==> src/rtl/filtros_pkg.sv <==
// Shared definitions for the filter stages: FSM state encoding, FIFO read latency, clog2 helper.
// Rounding of the moving average is selected by the PROMEDIO_REDONDEO_EN macro in promediador_fifo.
package filtros_pkg;

  typedef enum logic [1:0] {
    E_IDLE = 2'd0,
    E_POP  = 2'd1,
    E_CAPT = 2'd2,
    E_OUT  = 2'd3
  } estado_t;

  // The upstream FIFO presents data_out one cycle after the pop strobe.
  localparam int FIFO_RD_LAT = 1;

  function automatic int clog2(input int value);
    int r;
    r = 0;
    while ((1 << r) < value) r++;
    return r;
  endfunction

endpackage

==> src/rtl/promediador_fifo_if.sv <==
// Bundle between the FIFO buffer, the moving-average stage and its downstream consumer.
// Handshake: avg_data is transferred on a rising clk edge where avg_valid && avg_ready; while avg_valid is high
// and avg_ready is low, avg_data is held stable. fifo_pop is a one-cycle pulse; fifo_data is valid one cycle later.
interface promediador_fifo_if #(
  parameter int DATA_WIDTH = 8
);
  logic                  fifo_push;
  logic                  fifo_full;
  logic                  fifo_nocfg;
  logic [DATA_WIDTH-1:0] fifo_data;
  logic                  fifo_pop;
  logic                  clear;
  logic [DATA_WIDTH-1:0] avg_data;
  logic                  avg_valid;
  logic                  avg_ready;
  logic                  window_full;

  modport slave (
    input  fifo_push, fifo_full, fifo_nocfg, fifo_data, clear, avg_ready,
    output fifo_pop, avg_data, avg_valid, window_full
  );

  modport master (
    output fifo_push, fifo_full, fifo_nocfg, fifo_data, clear, avg_ready,
    input  fifo_pop, avg_data, avg_valid, window_full
  );
endinterface

==> src/rtl/ventana_desplazamiento.sv <==
// TAPS-deep sample window: shifts a new sample in on shift_en_i, exposes the sample about to fall out
// and how many samples have been captured since reset/clear (saturating at TAPS).
module ventana_desplazamiento
  import filtros_pkg::*;
#(
  parameter int  DATA_WIDTH = 8,
  parameter int  TAPS       = 4,
  localparam int FILL_W     = clog2(TAPS) + 1
) (
  input  logic                  clk,
  input  logic                  reset,
  input  logic                  shift_en_i,
  input  logic                  clear_i,
  input  logic [DATA_WIDTH-1:0] sample_i,
  output logic [DATA_WIDTH-1:0] oldest_o,
  output logic [FILL_W-1:0]     fill_o
);

  logic [DATA_WIDTH-1:0] taps_q [TAPS];
  logic [DATA_WIDTH-1:0] taps_d [TAPS];
  logic [FILL_W-1:0]     fill_q, fill_d;

  always_comb begin
    taps_d = taps_q;
    fill_d = fill_q;
    if (clear_i) begin
      for (int i = 0; i < TAPS; i++) taps_d[i] = '0;
      fill_d = '0;
    end else if (shift_en_i) begin
      taps_d[0] = sample_i;
      for (int i = 1; i < TAPS; i++) taps_d[i] = taps_q[i-1];
      if (fill_q != FILL_W'(TAPS)) fill_d = fill_q + 1'b1;
    end
  end

  always_ff @(posedge clk) begin
    if (!reset) begin
      for (int i = 0; i < TAPS; i++) taps_q[i] <= '0;
      fill_q <= '0;
    end else begin
      taps_q <= taps_d;
      fill_q <= fill_d;
    end
  end

  // Unfilled slots hold zero, so the outgoing sample is 0 until the window is full.
  assign oldest_o = taps_q[TAPS-1];
  assign fill_o   = fill_q;

endmodule

==> src/rtl/promediador_fifo.sv <==
// Moving-average consumer of the FIFO buffer: tracks FIFO occupancy, pops one sample at a time, keeps a running
// window sum and offers the average on a valid/ready port. Define PROMEDIO_REDONDEO_EN for round-half-up output.
module promediador_fifo
  import filtros_pkg::*;
#(
  parameter int DATA_WIDTH = 8,
  parameter int TAPS       = 4,
  parameter int CNT_WIDTH  = 6
) (
  input  logic                 clk,
  input  logic                 reset,
  promediador_fifo_if.slave    bus,
  output estado_t              dbg_state_o,
  output logic [CNT_WIDTH-1:0] dbg_occ_o
);

  localparam int LOG2_TAPS = clog2(TAPS);
  localparam int FILL_W    = LOG2_TAPS + 1;
`ifdef PROMEDIO_REDONDEO_EN
  localparam int SUM_W     = DATA_WIDTH + LOG2_TAPS + 1;
`else
  localparam int SUM_W     = DATA_WIDTH + LOG2_TAPS;
`endif
  localparam logic [CNT_WIDTH-1:0] OCC_MAX = '1;

  estado_t               state_q;
  logic                  fifo_pop_q;
  logic                  avg_valid_q;
  logic [DATA_WIDTH-1:0] avg_data_q, avg_d;
  logic [SUM_W-1:0]      sum_q, sum_d, avg_shift;
  logic [CNT_WIDTH-1:0]  occ_q, occ_d;
  logic [DATA_WIDTH-1:0] oldest;
  logic [FILL_W-1:0]     fill;
  logic                  push_ok;
  logic                  shift_en;
  logic                  full_after;

  ventana_desplazamiento #(
    .DATA_WIDTH (DATA_WIDTH),
    .TAPS       (TAPS)
  ) u_ventana (
    .clk        (clk),
    .reset      (reset),
    .shift_en_i (shift_en),
    .clear_i    (bus.clear),
    .sample_i   (bus.fifo_data),
    .oldest_o   (oldest),
    .fill_o     (fill)
  );

  assign push_ok  = bus.fifo_push && !bus.fifo_full;
  // A clear during CAPT still consumes the popped sample, but it is flushed together with the window.
  assign shift_en = (state_q == E_CAPT) && !bus.clear;
  assign full_after = (fill >= FILL_W'(TAPS - 1));
  assign sum_d    = sum_q + SUM_W'(bus.fifo_data) - SUM_W'(oldest);

  always_comb begin
    occ_d = occ_q;
    if (push_ok && !fifo_pop_q) begin
      if (occ_q != OCC_MAX) occ_d = occ_q + 1'b1;
    end else if (!push_ok && fifo_pop_q) begin
      if (occ_q != '0) occ_d = occ_q - 1'b1;
    end
  end

  always_comb begin
`ifdef PROMEDIO_REDONDEO_EN
    avg_shift = (sum_d + SUM_W'(TAPS / 2)) >> LOG2_TAPS;
    if (avg_shift > SUM_W'({DATA_WIDTH{1'b1}})) avg_d = '1;
    else                                        avg_d = DATA_WIDTH'(avg_shift);
`else
    avg_shift = sum_d >> LOG2_TAPS;
    avg_d     = DATA_WIDTH'(avg_shift);
`endif
  end

  always_ff @(posedge clk) begin
    if (!reset) begin
      state_q     <= E_IDLE;
      fifo_pop_q  <= 1'b0;
      avg_valid_q <= 1'b0;
      avg_data_q  <= '0;
      sum_q       <= '0;
      occ_q       <= '0;
    end else begin
      occ_q      <= occ_d;
      fifo_pop_q <= 1'b0;
      case (state_q)
        E_IDLE: begin
          if (bus.clear) begin
            sum_q <= '0;
          end else if (occ_q != '0 && !bus.fifo_nocfg) begin
            fifo_pop_q <= 1'b1;
            state_q    <= E_POP;
          end
        end
        E_POP: begin
          if (bus.clear) begin
            sum_q   <= '0;
            state_q <= E_IDLE;
          end else begin
            state_q <= E_CAPT;
          end
        end
        E_CAPT: begin
          if (bus.clear) begin
            sum_q   <= '0;
            state_q <= E_IDLE;
          end else begin
            sum_q <= sum_d;
            if (full_after) begin
              avg_data_q  <= avg_d;
              avg_valid_q <= 1'b1;
              state_q     <= E_OUT;
            end else begin
              state_q <= E_IDLE;
            end
          end
        end
        E_OUT: begin
          if (bus.clear) begin
            sum_q       <= '0;
            avg_valid_q <= 1'b0;
            state_q     <= E_IDLE;
          end else if (bus.avg_ready) begin
            avg_valid_q <= 1'b0;
            state_q     <= E_IDLE;
          end
        end
        default: state_q <= E_IDLE;
      endcase
    end
  end

  assign bus.fifo_pop    = fifo_pop_q;
  assign bus.avg_valid   = avg_valid_q;
  assign bus.avg_data    = avg_data_q;
  assign bus.window_full = (fill == FILL_W'(TAPS));
  assign dbg_state_o     = state_q;
  assign dbg_occ_o       = occ_q;

endmodule

==> src/flat_wrapper.sv <==
// flat-port wrapper written by rule: the top's interface ports become plain ports
module promediador_fifo_flat import filtros_pkg::*;
#(
  parameter int DATA_WIDTH = 8,
  parameter int TAPS       = 4,
  parameter int CNT_WIDTH  = 6
)
  (clk, reset, dbg_state_o, dbg_occ_o, bus_fifo_push, bus_fifo_full, bus_fifo_nocfg, bus_fifo_data, bus_clear, bus_avg_ready, bus_fifo_pop, bus_avg_data, bus_avg_valid, bus_window_full);
  promediador_fifo_if #(.DATA_WIDTH(DATA_WIDTH)) bus_i ();
  input  logic clk;
  input  logic reset;
  output estado_t dbg_state_o;
  output logic [CNT_WIDTH-1:0] dbg_occ_o;
  input wire logic [$bits(bus_i.fifo_push)-1:0] bus_fifo_push;
  input wire logic [$bits(bus_i.fifo_full)-1:0] bus_fifo_full;
  input wire logic [$bits(bus_i.fifo_nocfg)-1:0] bus_fifo_nocfg;
  input wire logic [$bits(bus_i.fifo_data)-1:0] bus_fifo_data;
  input wire logic [$bits(bus_i.clear)-1:0] bus_clear;
  input wire logic [$bits(bus_i.avg_ready)-1:0] bus_avg_ready;
  output wire logic [$bits(bus_i.fifo_pop)-1:0] bus_fifo_pop;
  output wire logic [$bits(bus_i.avg_data)-1:0] bus_avg_data;
  output wire logic [$bits(bus_i.avg_valid)-1:0] bus_avg_valid;
  output wire logic [$bits(bus_i.window_full)-1:0] bus_window_full;
  assign bus_i.fifo_push = bus_fifo_push;
  assign bus_i.fifo_full = bus_fifo_full;
  assign bus_i.fifo_nocfg = bus_fifo_nocfg;
  assign bus_i.fifo_data = bus_fifo_data;
  assign bus_i.clear = bus_clear;
  assign bus_i.avg_ready = bus_avg_ready;
  assign bus_fifo_pop = bus_i.fifo_pop;
  assign bus_avg_data = bus_i.avg_data;
  assign bus_avg_valid = bus_i.avg_valid;
  assign bus_window_full = bus_i.window_full;
  promediador_fifo #(.DATA_WIDTH(DATA_WIDTH), .TAPS(TAPS), .CNT_WIDTH(CNT_WIDTH)) u_core (.clk(clk), .reset(reset), .bus(bus_i), .dbg_state_o(dbg_state_o), .dbg_occ_o(dbg_occ_o));
endmodule
==> config.mk <==
export PLATFORM = sky130hd
export DESIGN_NAME = promediador_fifo_flat
export DESIGN_NICKNAME = d
export VERILOG_FILES = /design/src/rtl/filtros_pkg.sv /design/src/rtl/promediador_fifo_if.sv /design/src/rtl/ventana_desplazamiento.sv /design/src/rtl/promediador_fifo.sv /design/src/flat_wrapper.sv
export SDC_FILE = /design/constraint.sdc
export NUM_CORES = 1
export LEC_CHECK = 0
export ABC_AREA = 1
export CORE_ASPECT_RATIO = 1.2
export CORE_MARGIN = 3
export CORE_UTILIZATION = 57
export DETAILED_ROUTE_END_ITERATION = 6
export GPL_TIMING_DRIVEN = 0
export PLACE_DENSITY = 0.8
export SLEW_MARGIN = 5
export SYNTH_ARGS = -nofsm -noshare
export SYNTH_HDL_FRONTEND = slang
export SYNTH_SLANG_ARGS = --single-unit
==> constraint.sdc <==
create_clock -name clk -period 2.7 [get_ports clk]
set_input_delay 0.405 -clock clk [delete_from_list [all_inputs] [get_ports clk]]
set_output_delay 0.405 -clock clk [all_outputs]
set_load 0.005 [all_outputs]
-- Word-level counts from Yosys, hierarchy flattened
Index checks and enable logic that the tools add are counted.
- equal/unequal tests: 13
- bitwise gates (word level): 3
- $lt $le $gt $ge: 1
- multiplexer cells: 21
- reductions and logical operators: 23
- add/subtract/negate cells: 5
- operator list (kind ; number):
    $mux 6 ; 4
    $mux 10 ; 2
    $pmux 10 s2 ; 1
    $mux 2 ; 7
    $add 10x8->10 ; 1
    $sub 10x8->10 ; 1
    $reduce_and 3->1 ; 3
    $pmux 2 s4 ; 1
    $add 6x1->6 const B ; 1
    $ne 2x1->1 const B ; 3
    $ne 2x2->1 const B ; 3
    $ne 3x3->1 const B ; 2
    $ne 6x6->1 const B ; 1
    $reduce_bool 2->1 ; 3
    $reduce_bool 6->1 ; 1
    $reduce_or 3->1 ; 2
    $sub 6x1->6 const B ; 1
    $logic_and 1x1->1 ; 5
    $logic_not 1->1 ; 5
    $mux 1 ; 5
    $eq 2x2->1 const B ; 2
    $reduce_and 4->1 ; 1
    $add 3x1->3 const B ; 1
    $eq 3x3->1 const B ; 1
    other kinds (7) ; 9
- output and inout port bits: 19
- flip-flop bits (word level): 63

-- Longest topological paths before layout
- depth after elaboration: 6
- gate-level depth with buffers: 16
- mapped depth without buffers: 16

-- Hierarchy
From an unflattened synthesis, not the netlist that was laid out.
- cell total of the unflattened synthesis: 472
- area, all modules: 3457.1 um2
- by module, submodules not included (module ; sequential area each (um2) ; instances ; cells an instance ; area an instance (um2)):
    promediador_fifo ; 560.5 ; 1 ; 297 ; 2021.9
    ventana_desplazamiento ; 700.7 ; 1 ; 175 ; 1435.1

-- Least setup slack after synthesis
Ideal clock, no wire load.
- path kind: input port to flip-flop
- from: input port bus_fifo_data[4]
- to: register u_core.avg_data_q[5] (netlist: u_core.bus.avg_data[5])
- setup time: 56 ps
- stages: 12
- required time: 2644 ps
- data arrival time: 2093 ps
- setup slack: 552 ps
- cell sequence: inv_1 > fa_1 > inv_1 > ha_1 > a21oi_1 > nor2_1 > nor2_1 > nand2_1 > nand2_1 > nand2_1 > a21o_1 > inv_1
- word-level cells in the longest chain between the ends: 2
- ends and longest elaborated chain (element ; RTL line ; source):
    from (decl) ; flat_wrapper.sv:17 ; input wire logic [$bits(bus_i.fifo_data)-1:0] bus_fifo_data;
    $add 10x8->10 ; promediador_fifo.sv:55 ; assign sum_d = sum_q + SUM_W'(bus.fifo_data) - SUM_W'(oldest);
    $sub 10x8->10 ; promediador_fifo.sv:55 ;
    to (signal assigned) ; promediador_fifo.sv:112 ; avg_data_q <= avg_d;
    to (decl) ; promediador_fifo.sv:29 ; logic [DATA_WIDTH-1:0] avg_data_q, avg_d;
Every way passes these cells.
A chain may end at the register's enable or synchronous reset.

-- Worst setup path after layout
Same ends and word-level chain as after synthesis.

==> run metrics <==
status finished clean; switching share of power 26.5%; Post-DP Area around 0.0037 sq mm; total CTS buffers 9; synthesized cell area approximately 0.0033 sq mm; ant diodes 0; Synth top area share between 30% and 40%; fmax ~400 MHz; pwr/cell area about 600 mW/mm^2; Num Clock Sinks 63; min-delay worst type primary input to flip-flop; die area around 0.0067 sq mm; post-synthesis adder-cell area fraction a little under an eighth; fin nets around 530; multiplexer area fraction after synthesis 0%; Leakage around 1.7 nW; Synth Area per Inst between 7 and 8 sq um; Critical R2R Launch u_core.sum_q[4]; Slew Limit Fails 0; core area approximately 0.0054 sq mm; Post-synth EDFFs 0; Area contributors post-synth dfxtp_1 (39%), nand2_1 (15%), a21oi_1 (8.4%), inv_1 (7.5%), ha_1 (6.5%); part of the Yosys area used for sequential elements 38.5%; Reg clk slew, reported paths roughly 0.07 ns; Finished Cell Area 0.00392 sq mm; FP Rows 29; Ports 34; drc violations 0; RSZ-0062 raised after global routing false; Final period util between 90 and 100%; compound-gate portion of the synthesized area 13.6%; Post-Syn Nets 490; Crit Path Class primary input to flip-flop; post-synthesis async set-or-reset flop share 0%; FF+latch count, synth 63; combinational family with the most area after synthesis simple AND/OR/NAND/NOR gates; Area Overhead vs Synth 19.6%; Sequential Power Share 41.8%; post-cts sizing count 0; R2R setup slack around 0.48 ns; Die Wd between 70 and 80 um; largest net degree at the start of global routing 13; Layout Skew around 0.0065 ns; Placer Congestion about 0.9; CTS root buf clkbuf_8; crit path time final between 2 and 2.5 ns; Wirelength per Cell approximately 13 um; max cap viols 0; R2R depth 12; Initial Utilization 60.6%; grt ovf 0; Switching Power 0.000614 W; Total GRT Usage around a quarter; wirelength, routed 7250 um; drt via density 5.24; H-tree lvl count 3; Comb pwr share approximately 15%; CP max FO 5; dpl hpwl about 5400 um; Worst Path Required about 3 ns; R2R Path End u_core.bus.avg_data[5]; first-pass GRT wire length 12700 um; xor/xnor share of the synthesized area between 1.5 and 2%; peak supply drop ~0.00037 V; Post-Syn Instances between 400 and 500; count of cell types in the netlist 34; Vias 2930; clk_lat worst skew approximately 0.35 ns; Int Pwr roughly 0.0017 W; YS warnings 0; top-count cell post-synth nand2_1; Yosys top cell by area dfxtp_1; antenna violations before repair 0; Critical Path Start Type primary input; Setup Viol. Count Final 0; antenna-violating nets left 0; CP arrival 2.78 ns; Die Y roughly 90 um; 1st-pass router iterations 4; simple-gate share of the synthesized area about a quarter; Synth Flop Type dfxtp_1; final count of hold timing violations 0; crit end category flip-flop; hold_buf cts 0; final hold slack between 0.3 and 0.4 ns; Setup Buffers After CTS 0; TritonCTS clock tree yes; Max Buffers Root-to-Sink 2; Worst Setup SP bus_fifo_data[4]; layout cells sized above 1 under 10%; Initial DRC Count between 150 and 200; worst rel slew slack around 64%; Critical Path Sink u_core.bus.avg_data[5]; port bufs 32; Final Power between 0.002 and 0.0025 W; vias in the first global route approximately 2.9k; clock share of power 43.6%; top post-synthesis cells by count nand2_1 (128), inv_1 (65), dfxtp_1 (63); Worst-Margin Slew between 0.5 and 0.6 ns
==> kinds of logic (layout without fill, tap and decap cells) <==
family,Yosys count,count (layout)
flip-flops,63,63
adder cells (fa/ha/maj),26,26
XOR/XNOR,7,7
AND/OR/NAND/NOR,190,190
AO/OA/AOI/OAI,81,81
buffers and inverters,82,130
==> placed cells by master (no fill, tap or decap), types with 2 or more instances in the layout <==
cell type and instances:
nand2_1 128, inv_1 65, o21ai_1 2, clkdlybuf4s50_1 32, bufinv_16 3, nor2_2 2
nor2_1 31, clkbuf_8 9, buf_2 11, a211oi_1 8, dfxtp_1 63, nand4_1 3
xor2_1 3, inv_2 3, xnor2_1 4, o21ai_0 10, fa_1 9, ha_1 17
a21oi_1 55, clkinvlp_4 3, nand3_1 18
==> state kept, by name, indices dropped and copies added, names as in the netlist <==
name                       count
u_core.bus.fifo_pop            1
u_core.bus.avg_data            8
u_core.sum_q                  10
u_core.dbg_occ_o               6
u_core.dbg_state_o             2
u_core.u_ventana.fill_o        3
u_core.u_ventana.taps_q       24
u_core.bus.avg_valid           1
u_core.u_ventana.oldest_o      8
==> worst min-delay path by stage <==
stage / end / cells past startpoint / from / slack, ns
global placement: u_core.sum_q[1] / 2 / u_core.sum_q[1] / 0.45
finish: u_core.dbg_state_o[1] / 3 / reset / 0.38
detailed placement: u_core.u_ventana.taps_q[20] / 2 / u_core.u_ventana.taps_q[20] / 0.45
global route: u_core.dbg_state_o[1] / 3 / reset / 0.40
floorplan: u_core.sum_q[0] / 2 / u_core.sum_q[0] / 0.44
CTS: u_core.dbg_state_o[1] / 3 / reset / 0.38
==> per-layer routing <==
| metal | part of all wire [%] | GRT usage [%] |
|---|---|---|
| met5 | 0 | 0 |
| met4 | 1.8 | 9.38 |
| met3 | 3.8 | 5.17 |
| met2 | 51 | 43.5 |
| met1 | 44 | 29.4 |
==> power groups by stage <==
stage | Clock (W) | Combinational (W) | Sequential [W]
2_1_floorplan | 0 | 0.000229 | 0.000987
3_3_place_gp | 0 | 0.000327 | 0.000990
3_5_place_dp | 0 | 0.000338 | 0.000990
4_1_cts | 0.00102 | 0.000340 | 0.000969
5_1_grt | 0.00106 | 0.000389 | 0.000972
6_report | 0.00101 | 0.000339 | 0.000969
==> critical path: stages <==
cell,delay (ns)
clkdlybuf4s50_1,0.46
inv_1,0.07
fa_1,0.53
inv_1,0.04
ha_1,0.35
a21oi_1,0.32
nor2_1,0.07
nor2_1,0.13
nand2_1,0.07
nand2_1,0.07
nand2_1,0.06
a21o_1,0.16
inv_1,0.04
==> cell type report <==
class | count | area, sq um
clock inverter | 7 | 121
timing repair buffer | 32 | 320
clock buffer | 9 | 124
inverter | 69 | 259
fill | 460 | 1490
multi-input combinational | 304 | 1690
tap | 62 | 77.6
sequential | 63 | 1260
buffer | 13 | 66.3
==> per-stage QoR <==
step,setup WS (ns),util (%),cells,setup TNS [ns]
after CTS,0.240,72.5,559,0
after floorplan,0.552,-,449,0
final,0.216,72.5,559,0
after global routing,0.0414,72.5,559,0
after detailed placement,-0.116,67.9,543,-0.414
after global placement,-0.0951,67.9,543,-0.303
No activity file was read; power rests on OpenSTA's default activity.
